<file path="src/rtl/sort_result_reader_if.sv">
// Result stream port of sort_result_reader: one sorted element per valid/ready beat.
interface sort_result_reader_if #(
  parameter int DATA_W = 16,
  parameter int IDX_W  = 4
);
  logic              out_valid;
  logic              out_ready;
  logic [DATA_W-1:0] out_data;
  logic [IDX_W-1:0]  out_idx;
  logic              out_last;

  modport master (output out_valid, out_data, out_idx, out_last, input out_ready);
  modport slave  (input out_valid, out_data, out_idx, out_last, output out_ready);
endinterface

</file>
<file path="src/rtl/sort_result_reader.sv">
// Captures the bubblesort engine's parallel results on one rd_en strobe, streams them
// out one beat at a time, and counts adjacent order violations along the way.
module sort_result_reader #(
  parameter int DATA_W = 16,
  parameter int N      = 10,
  parameter int IDX_W  = 4
) (
  input  logic                  clk,
  input  logic                  reset,
  input  logic                  sort_done,
  output logic                  rd_en,
  input  logic [N*DATA_W-1:0]   dat_in,
  sort_result_reader_if.master  out_if,
  output logic                  check_done,
  output logic                  sorted_ok,
  output logic [IDX_W-1:0]      err_cnt
);

  typedef enum logic [1:0] {IDLE, REQ, STREAM, DONE} state_t;

  localparam logic [IDX_W-1:0] LAST_IDX = IDX_W'(N - 1);

  state_t            state, state_nx;
  logic [DATA_W-1:0] data_buf [N];
  logic [IDX_W-1:0]  idx;
  logic              accept;
  logic              at_last;
  logic              order_err;

  assign accept    = (state == STREAM) && out_if.out_ready;
  assign at_last   = (idx == LAST_IDX);
  // Buffer is frozen during STREAM, so the previous element is read straight from it.
  assign order_err = (idx != '0) && (data_buf[idx] < data_buf[idx - 1'b1]);

  always_ff @(posedge clk) begin
    if (!reset) state <= IDLE;
    else        state <= state_nx;
  end

  always_comb begin
    state_nx = state;
    case (state)
      IDLE:    if (sort_done)         state_nx = REQ;
      REQ:                            state_nx = STREAM;
      STREAM:  if (accept && at_last) state_nx = DONE;
      DONE:    if (!sort_done)        state_nx = IDLE;
      default:                        state_nx = IDLE;
    endcase
  end

  always_ff @(posedge clk) begin
    if (!reset) begin
      for (int unsigned i = 0; i < N; i++) data_buf[i] <= '0;
      idx     <= '0;
      err_cnt <= '0;
    end else begin
      case (state)
        REQ: begin
          for (int unsigned i = 0; i < N; i++) data_buf[i] <= dat_in[i*DATA_W +: DATA_W];
          idx     <= '0;
          err_cnt <= '0;
        end
        STREAM: begin
          if (accept) begin
            if (order_err && !(&err_cnt)) err_cnt <= err_cnt + 1'b1;
            if (!at_last) idx <= idx + 1'b1;
          end
        end
        default: ;
      endcase
    end
  end

  assign rd_en            = (state == REQ);
  assign out_if.out_valid = (state == STREAM);
  assign out_if.out_data  = data_buf[idx];
  assign out_if.out_idx   = idx;
  assign out_if.out_last  = (state == STREAM) && at_last;
  assign check_done       = (state == DONE);
  assign sorted_ok        = (state == DONE) && (err_cnt == '0);

endmodule

</file>
<file path="src/flat_wrapper.sv">
// flat-port wrapper written by rule: the top's interface ports become plain ports
module sort_result_reader_flat 
#(
  parameter int DATA_W = 16,
  parameter int N      = 10,
  parameter int IDX_W  = 4
)
  (clk, reset, sort_done, rd_en, dat_in, check_done, sorted_ok, err_cnt, out_if_out_valid, out_if_out_data, out_if_out_idx, out_if_out_last, out_if_out_ready);
  sort_result_reader_if #(.DATA_W(DATA_W), .IDX_W(IDX_W)) out_if_i ();
  input  logic clk;
  input  logic reset;
  input  logic sort_done;
  output logic rd_en;
  input  logic [N*DATA_W-1:0] dat_in;
  output logic check_done;
  output logic sorted_ok;
  output logic [IDX_W-1:0] err_cnt;
  output wire logic [$bits(out_if_i.out_valid)-1:0] out_if_out_valid;
  output wire logic [$bits(out_if_i.out_data)-1:0] out_if_out_data;
  output wire logic [$bits(out_if_i.out_idx)-1:0] out_if_out_idx;
  output wire logic [$bits(out_if_i.out_last)-1:0] out_if_out_last;
  input wire logic [$bits(out_if_i.out_ready)-1:0] out_if_out_ready;
  assign out_if_out_valid = out_if_i.out_valid;
  assign out_if_out_data = out_if_i.out_data;
  assign out_if_out_idx = out_if_i.out_idx;
  assign out_if_out_last = out_if_i.out_last;
  assign out_if_i.out_ready = out_if_out_ready;
  sort_result_reader #(.DATA_W(DATA_W), .N(N), .IDX_W(IDX_W)) u_core (.clk(clk), .reset(reset), .sort_done(sort_done), .rd_en(rd_en), .dat_in(dat_in), .out_if(out_if_i), .check_done(check_done), .sorted_ok(sorted_ok), .err_cnt(err_cnt));
endmodule
</file>
<file path="config.mk">
export PLATFORM = sky130hd
export DESIGN_NAME = sort_result_reader_flat
export DESIGN_NICKNAME = d
export VERILOG_FILES = /design/src/rtl/sort_result_reader_if.sv /design/src/rtl/sort_result_reader.sv /design/src/flat_wrapper.sv
export SDC_FILE = /design/constraint.sdc
export NUM_CORES = 1
export LEC_CHECK = 0
export ABC_AREA = 1
export CORE_MARGIN = 1.5
export CORE_UTILIZATION = 55
export CTS_CLUSTER_DIAMETER = 80
export DETAILED_ROUTE_END_ITERATION = 8
export DONT_BUFFER_PORTS = 1
export PLACE_DENSITY = 0.8
export SLEW_MARGIN = 25
export SYNTH_ARGS = -nofsm -noshare
export SYNTH_HDL_FRONTEND = slang
export SYNTH_SLANG_ARGS = --single-unit
</file>
<file path="constraint.sdc">
create_clock -name clk -period 13.4 [get_ports clk]
set_input_delay 0.67 -clock clk [delete_from_list [all_inputs] [get_ports clk]]
set_output_delay 0.67 -clock clk [all_outputs]
set_load 0.02 [all_outputs]
</file>
# Word-level counts from Yosys, hierarchy flattened

Memory sizes are Yosys's and may differ from the RTL's. A register that Yosys moved wholly into a read port is not among the register bits.
Index checks and enable logic that the tools add are counted.

Flip-flop bits (word level): 10
Memory bits (writable): 160
Input bits: 164
Output and inout bits: 29
Logic and storage cells: 69
Memories kept: 1

Memory list:

| name            | words | width | read ports | clocked after memory_dff | wr ports | RTL line                 | RTL |
|---|---|---|---|---|---|---|---|
| u_core.data_buf | 10    | 16    | 2          | 1                        | 10       | sort_result_reader.sv:24 | `logic [DATA_W-1:0] data_buf [N];` |

$add $sub $neg: 3
$lt $le $gt $ge: 1
Equality and inequality tests: 10
Muxes and demuxes: 26
Bitwise gates (word level): 10
Reduce and logical (&&, ||, !) cells: 15

Operator list:

| kind                                                                   | number |
|---|---|
| 16-bit 2-to-1 mux                                                      | 10 |
| 4-bit 2-to-1 mux                                                       | 6 |
| 16-bit less-than comparator                                            | 1 |
| 4-bit one-hot mux with 2 select lines                                  | 2 |
| 1-bit bitwise OR                                                       | 10 |
| 3-bit AND reduction                                                    | 3 |
| 4-bit by 1-bit adder with 4-bit output (second input constant)         | 2 |
| 2-bit one-hot mux with 4 select lines                                  | 1 |
| 1-bit logical AND                                                      | 6 |
| 2-bit 2-to-1 mux                                                       | 3 |
| 2-bit by 1-bit != test with 1-bit output (second input constant)       | 3 |
| 2-bit != test (second input constant)                                  | 3 |
| 2-bit equality test (second input constant)                            | 2 |
| 4-bit equality test (second input constant)                            | 1 |
| 4-bit logical NOT                                                      | 1 |
| 1-bit 2-to-1 mux                                                       | 4 |
| 4-bit AND reduction                                                    | 1 |
| 4-bit nonzero test                                                     | 1 |
| 4-bit by 1-bit subtractor with 4-bit output (second input constant)    | 1 |
| 2-bit by 1-bit equality test with 1-bit output (second input constant) | 1 |
| 2-bit logical NOT                                                      | 1 |
| 2-bit nonzero test                                                     | 1 |
| 1-bit logical NOT                                                      | 1 |

# Logic depth before layout (Yosys ltp)

Gate-level depths: netlist (run 1).
An unclocked memory read counts as a cell.

Depth after elaboration: 8
Mapped depth: 25
Gate-level depth less buffers: 22

# Worst setup path before layout (run 1)

Ideal clock, no wire load.

Path type: in2reg
Start point: input port reset
End point: memory u_core.data_buf[0][0], enable pin
Library setup time: 1.328 ns
Arrival time: 3.500 ns
Data required time: 12.072 ns
Slack: 8.571 ns
Stages on the path: 2
Path buffers: 1
Cell sequence: clkbuf_1 > nand2_1

RTL lines:

| item        | RTL line                 | RTL |
|---|---|---|
| from (decl) | flat_wrapper.sv:11       | `input logic reset;` |
| to (decl)   | sort_result_reader.sv:24 |  |

# Worst setup path after layout (run 1)

Start point: register u_core.idx[0], in the netlist u_core.out_if.out_idx[0]
End point: register u_core.err_cnt[2]

Longest elaborated chain between the ends: 7
Elaborated cells on any way between the ends: 8
Those cells by class: add/sub: 1; order compare: 1; eq/ne: 1; reduce/logical: 4; memory: 1

Ends and longest elaborated chain:

| item                                                          | RTL line                 | RTL |
|---|---|---|
| from (decl)                                                   | sort_result_reader.sv:25 | `logic [IDX_W-1:0] idx;` |
| from (signal assigned)                                        | sort_result_reader.sv:66 | `if (!at_last) idx <= idx + 1'b1;` |
| 4-bit by 1-bit subtractor with 4-bit output                   | sort_result_reader.sv:33 | `assign order_err = (idx != '0) && (data_buf[idx] < data_buf[idx - 1'b1]);` |
| memory read 10 x 16 bit                                       | --                       |  |
| 16-bit less-than comparator                                   | sort_result_reader.sv:33 |  |
| 1-bit logical AND (*)                                         | sort_result_reader.sv:33 |  |
| 1-bit logical AND (*)                                         | sort_result_reader.sv:65 | `if (order_err && !(&err_cnt)) err_cnt <= err_cnt + 1'b1;` |
| 2-bit by 1-bit != test with 1-bit output (no source line) (*) | --                       |  |
| 3-bit AND reduction (no source line) (*)                      | --                       |  |
| to (signal assigned)                                          | sort_result_reader.sv:65 |  |
| to (decl)                                                     | sort_result_reader.sv:16 | `output logic [IDX_W-1:0] err_cnt` |

Every way passes the cells marked *; elsewhere a longest branch is shown, timed or not.
A chain may end at the register's enable or synchronous reset.

==> metrics.cfg, run 1 <==
[synth]
syn_nets=1457
yosys_warnings=0
synth_top_area_share_pct=47.6
synth_cells=1267
yosys_register_bits=174
synth_top_area_cell=edfxtp_1
synth.distinct_cells=31
syn-cell-area_mm2=0.0101
ys_seq_area_share_pct=50.4
ys_top_cells_by_area=edfxtp_1 48%, inv_1 9.0%, nor2_1 8.0%
avgSynthCellArea_um2=7.97

[placement]
io_buffers=0
globalplace.congestion=0.938
placed_cell_area_mm2=0.0101
place_hpwl_mm=19.1

[drt]
num_vias=8387
ant_nets=0
routed_wl_mm=26.8
met2_length_mm=12.1
drt-initial-drc-count=1358
dr.pass1.iters=7
drcViolationCount=0
dr_wl_met3_mm=2.88
dr.max_layer_used=met4
vias_per_cell=5.74
wl_met1_mm=10.8
post_drt_wl_per_cell_um=18.3

[clock_network]
path_clk_slew_ns=0.06
postCtsResizedCells=0
clk_latency_ns=0.44
cts_setup_buffers=0
cts_hold_repair.buffers=0
root_buffer=clkbuf_16
numCtsBuffers=17
clkSinkCount=174
cts_tree=done
htree_levels=4
clk_path_buf_depth=2

[timing]
rsz0062_at_grt=no
hold_viol=0
tns_ns=0
drv_slew=0
period_share_pct=39.1
clock-skew-final_ns=0.0103
worstMarginPinSlew_ns=1.06
hold_ws_ns=0.357
max_slew_margin_pct=28.5
finalSetupViolCount=0
fin_crit_ns=5.24
max_freq_ghz=0.191

[cells_and_area]
final_cell_mix=241 x inv_1, 215 x nor2_1, 160 x edfxtp_1
layout_commonest_cell=inv_1
drive_gt1_share_pct=4.38
final_util_pct=59.5
antennaDiodeCount=0
final_area_mm2=0.0107
fillers=1570
syn_to_final_growth_pct=5.94
nets=1409

[run]
drv_cap=0

[setup_path]
crit_chain=inv_2 > ha_1 > buf_4 > inv_2 > o21ai_0 > a21oi_1 > o311ai_0 > o21ai_0 > ha_1 > a21oi_1 > nand3b_1 > a21oi_1 > a311oi_2 > nand2_4 > a21oi_1 > nor2_1
worst-path-buf-inv=3
timing.critical_path.slowest_cell_delay_ns=1.06
worstSetupPathType=reg -> reg
path_common_cell=a21oi_1
cp.required_ns=13.73
start_kind=flop
crit_family=compound AO/OA/AOI/OAI gates
critPathSlowestCell=ha_1
critPathMaxFanout=61
critPathArrivalTime_ns=5.56
critPathCaptureType=flop

[power_and_ir_drop]
total_power_w=0.00199
power_density_mw_per_mm2=186
irDropWorstVdd_mv=0.149
total_leakage_power_nw=4.81

[run_status]
status=finished clean

[die]
num_rows=49
start_util_pct=56.2
die_h_um=138
ios=193
die_area_mm2=0.0192
dieWidth_um=138
core-area_mm2=0.0180

[global_route]
antenna_found_initial=0
grt_pass1_vias=7803
track_usage_pct=28.1
grt_start_max_net_pins=103
grt_pass1_wl_mm=41.4
globalRouteOverflowTotal=0

[worst_hold_path]
hold_path_class=in -> reg

[per-stage QoR]
step	cells	setup WS, ns
2_1_floorplan	1267	8.57
3_3_place_gp	1429	8.50
3_5_place_dp	1429	8.27
4_1_cts	1461	8.25
5_1_grt	1461	7.71
6_report	1461	8.16
[cell type report]
type / count / area [um2] / share of cell area (%)
Tap cell: 229 / 287 / 2.68
Sequential cell: 174 / 5090 / 47.6
Clock buffer: 19 / 433 / 4.05
Inverter: 250 / 941 / 8.80
Multi-Input combinational cell: 768 / 3770 / 35.2
Timing Repair Buffer: 8 / 60.1 / 0.562
Clock inverter: 13 / 114 / 1.06
[layer usage]
layer,vias up,global-route usage (%)
li1,4005,-
met1,3787,37.6
met2,530,42.9
met3,65,8.21
met4,0,12.0
met5,-,0
[cells in the mapped netlist, drive strengths merged]
| master | instances |
|---|---|
| o22ai | 1 |
| inv | 250 |
| a311oi | 1 |
| o311ai | 5 |
| xor2 | 1 |
| o21ai | 127 |
| a21oi | 94 |
| nor3 | 5 |
| nand2 | 166 |
| xnor2 | 1 |
| clkbuf | 62 |
| a31oi | 4 |
| nand3 | 71 |
| dfxtp | 14 |
| nand3b | 2 |
| buf | 13 |
| nand4 | 5 |
| nor2 | 215 |
| o211ai | 41 |
| ha | 26 |
| edfxtp | 160 |
| a211oi | 3 |
[state kept, by name, indices dropped and copies added, names as in the netlist, named ones only]
| name | flops |
|---|---|
| u_core.state | 2 |
| u_core.out_if.out_idx | 4 |
| u_core.data_buf | 160 |
| u_core.err_cnt | 4 |
[worst paths after layout]
| check | slack, ns | depth (start not counted) | to | startpoint |
|---|---|---|---|---|
| setup / recovery | 8.16 | 16 | u_core.err_cnt[2] | u_core.out_if.out_idx[0] |
| hold / removal | 0.36 | 2 | u_core.err_cnt[0] | reset |
| setup reg to reg | 8.16 | 16 | u_core.err_cnt[2] | u_core.out_if.out_idx[0] |
| hold reg to reg | 0.58 | 2 | u_core.state[1] | u_core.state[1] |
[cell families (layout without fill, tap and decap cells)]
| group | after synthesis | in the layout | synth area share [%] |
|---|---|---|---|
| XOR/XNOR | 2 | 2 | 0.174 |
| flip-flops | 174 | 174 | 50.4 |
| AO/OA/AOI/OAI | 276 | 276 | 15.1 |
| AND/OR/NAND/NOR | 464 | 464 | 18.7 |
| adder cells (fa/ha/maj) | 26 | 26 | 3.22 |
| buffers and inverters | 325 | 290 | 12.4 |
[power by group]
part / switching, W / leakage [nW] / internal, W
combinational: 0.000454 / 2.74 / 0.000179
sequential: 0.000107 / 1.81 / 0.000786
clock: 0.000209 / 0.262 / 0.000256
Note: power is estimated with default switching activity, not from simulation.
==> run 2: changes to the inputs <==
--- a/config.mk
+++ b/config.mk
@@ -11,7 +11,7 @@
 export CTS_CLUSTER_DIAMETER = 80
 export DETAILED_ROUTE_END_ITERATION = 8
 export DONT_BUFFER_PORTS = 1
-export PLACE_DENSITY = 0.8
+export PLACE_DENSITY = 0.83
 export SLEW_MARGIN = 25
 export SYNTH_ARGS = -nofsm -noshare
 export SYNTH_HDL_FRONTEND = slang
==> constraint.sdc (replaced) <==
create_clock -name clk -period 4.2 [get_ports clk]
set_input_delay 0.21 -clock clk [delete_from_list [all_inputs] [get_ports clk]]
set_output_delay 0.21 -clock clk [all_outputs]
set_load 0.02 [all_outputs]
==> metrics.cfg, run 2 (same netlist as run 1, synthesis figures left out) <==
[clock_network]
clkSinkCount=174
cts_tree=done
cts_setup_buffers=0
root_buffer=clkbuf_16
htree_levels=4
numCtsBuffers=17
clk_path_buf_depth=2
path_clk_slew_ns=0.06
clk_latency_ns=0.44

[power_and_ir_drop]
total_leakage_power_nw=5.39
power_density_mw_per_mm2=557
irDropWorstVdd_mv=0.490
total_power_w=0.00670

[global_route]
grt_pass1_vias=8513
track_usage_pct=31.2
antenna_found_initial=2
globalRouteOverflowTotal=0
grt_start_max_net_pins=114
grt_pass1_wl_mm=46.0

[setup_path]
worstSetupPathType=reg -> reg
critPathArrivalTime_ns=3.83
r2r_cells=17
critPathMaxFanout=22
critPathCaptureType=flop
crit-reg2reg-launch=u_core.out_if.out_idx[1]
start_kind=flop
rrSetupSlack_ns=0.70
worstReg2RegEnd=u_core.err_cnt[2]
cp.required_ns=4.53

[die]
ios=193
dieWidth_um=138
die_h_um=138
num_rows=49
core-area_mm2=0.0180
die_area_mm2=0.0192
start_util_pct=56.2

[placement]
globalplace.congestion=0.962
place_hpwl_mm=19.8
io_buffers=0
placed_cell_area_mm2=0.0103

[timing]
drv_slew=0
max_freq_ghz=0.286
tns_ns=0
fin_crit_ns=3.50
rsz0062_at_grt=no
finalSetupViolCount=0
clock-skew-final_ns=0.0135
worstMarginPinSlew_ns=0.922
max_slew_margin_pct=37.9
period_share_pct=83.3
hold_viol=0

[worst_hold_path]
min_from=dat_in[70]
hold_end=u_core.data_buf[4][6]
hold_path_class=in -> reg
hold_depth=2

[drt]
post_drt_wl_per_cell_um=18.9
routed_wl_mm=30.0
ant_nets=0
drcViolationCount=0
drt-initial-drc-count=1464
num_vias=9157
dr.pass1.iters=6
vias_per_cell=5.76

[cells_and_area]
fillers=1369
nets=1536
top_register=u_core.data_buf
final_util_pct=67.0
largest_reg_flops=160
final_cell_mix=241 x inv_1, 215 x nor2_1, 160 x edfxtp_1
syn_to_final_growth_pct=19.3
final_area_mm2=0.0120
drive_gt1_share_pct=5.37
layout_commonest_cell=inv_1

[run_status]
status=finished clean

[run]
drv_cap=0

[run 2: cell types whose count changed in the layout (fill, tap and decap cells not counted), sizes merged]
cell,change
diode,+1
bufinv,+2
clkinvlp,+1
clkbuf,-1
dlygate4sd3,+113
buf,+14
inv,+2
clkinv,-4
[run 2: how the worst max path moves through the flow]
stage | startpoint | end | slack [ns] | depth (start not counted)
after detailed placement | u_core.out_if.out_idx[1] | u_core.err_cnt[2] | 0.80 | 17
after floorplan | u_core.out_if.out_idx[0] | u_core.err_cnt[2] | 0.58 | 21
final | u_core.out_if.out_idx[1] | u_core.err_cnt[2] | 0.70 | 17
after CTS | u_core.out_if.out_idx[1] | u_core.err_cnt[2] | 0.78 | 17
after global placement | u_core.out_if.out_idx[1] | u_core.err_cnt[2] | 0.84 | 15
after global routing | u_core.out_if.out_idx[1] | u_core.err_cnt[0] | 0.47 | 17
[run 2: per-layer routing]
| layer | wire length, um | up-vias | track usage, % |
|---|---|---|---|
| met1 | 11600 | 4159 | 40.5 |
| met5 | 0 | - | 0 |
| met3 | 3240 | 89 | 7.31 |
| met2 | 14000 | 635 | 50.1 |
| met4 | 1200 | 0 | 13.9 |
| li1 | - | 4274 | - |
[run 2: area by class of cell]
| cell class | instances | area (um2) | area share, % |
|---|---|---|---|
| sequential | 174 | 5090 | 42.3 |
| multi-input combinational | 768 | 3780 | 31.4 |
| timing repair buffer | 135 | 1330 | 11.1 |
| inverter | 250 | 941 | 7.82 |
| clock buffer | 18 | 429 | 3.57 |
| tap | 229 | 287 | 2.38 |
| clock inverter | 14 | 178 | 1.48 |
| antenna | 1 | 2.50 | 0.0208 |
[run 2: metrics by stage]
stage	instances	worst slack [ns]	hold WS (ns)
final	1589	0.700	0.0109
after global routing	1589	0.472	0.0000975
after CTS	1586	0.781	0.0000671
after detailed placement	1443	0.797	0.348
after global placement	1443	0.841	0.346
after floorplan	1267	0.577	0.414
[run 2: critical path: stages, from the launching register on]
cell	delay, ns
dfxtp_1	0.52
inv_1	0.19
ha_1	0.38
buf_4	0.28
o21ai_0	0.14
o21ai_0	0.20
o211ai_1	0.15
nand2_1	0.09
inv_1	0.04
ha_1	0.34
nand2_1	0.08
nand3_1	0.06
a31oi_1	0.16
nand4_1	0.11
a311oi_2	0.34
nand2_4	0.12
a21oi_1	0.15
nor2_1	0.06
[run 2: what timing repair did]
| action | CTS | global route |
|---|---|---|
| resized for setup | 0 | 0 |
| endpoints found under the hold margin | 117 | 2 |
| hold buffers | 111 | 2 |
[run 2: report_power, final]
part	switching [W]	internal [W]	leakage [nW]
sequential	0.000328	0.00250	1.81
clock	0.000701	0.000947	0.290
combinational	0.00153	0.000693	3.29
total	0.00256	0.00414	5.39
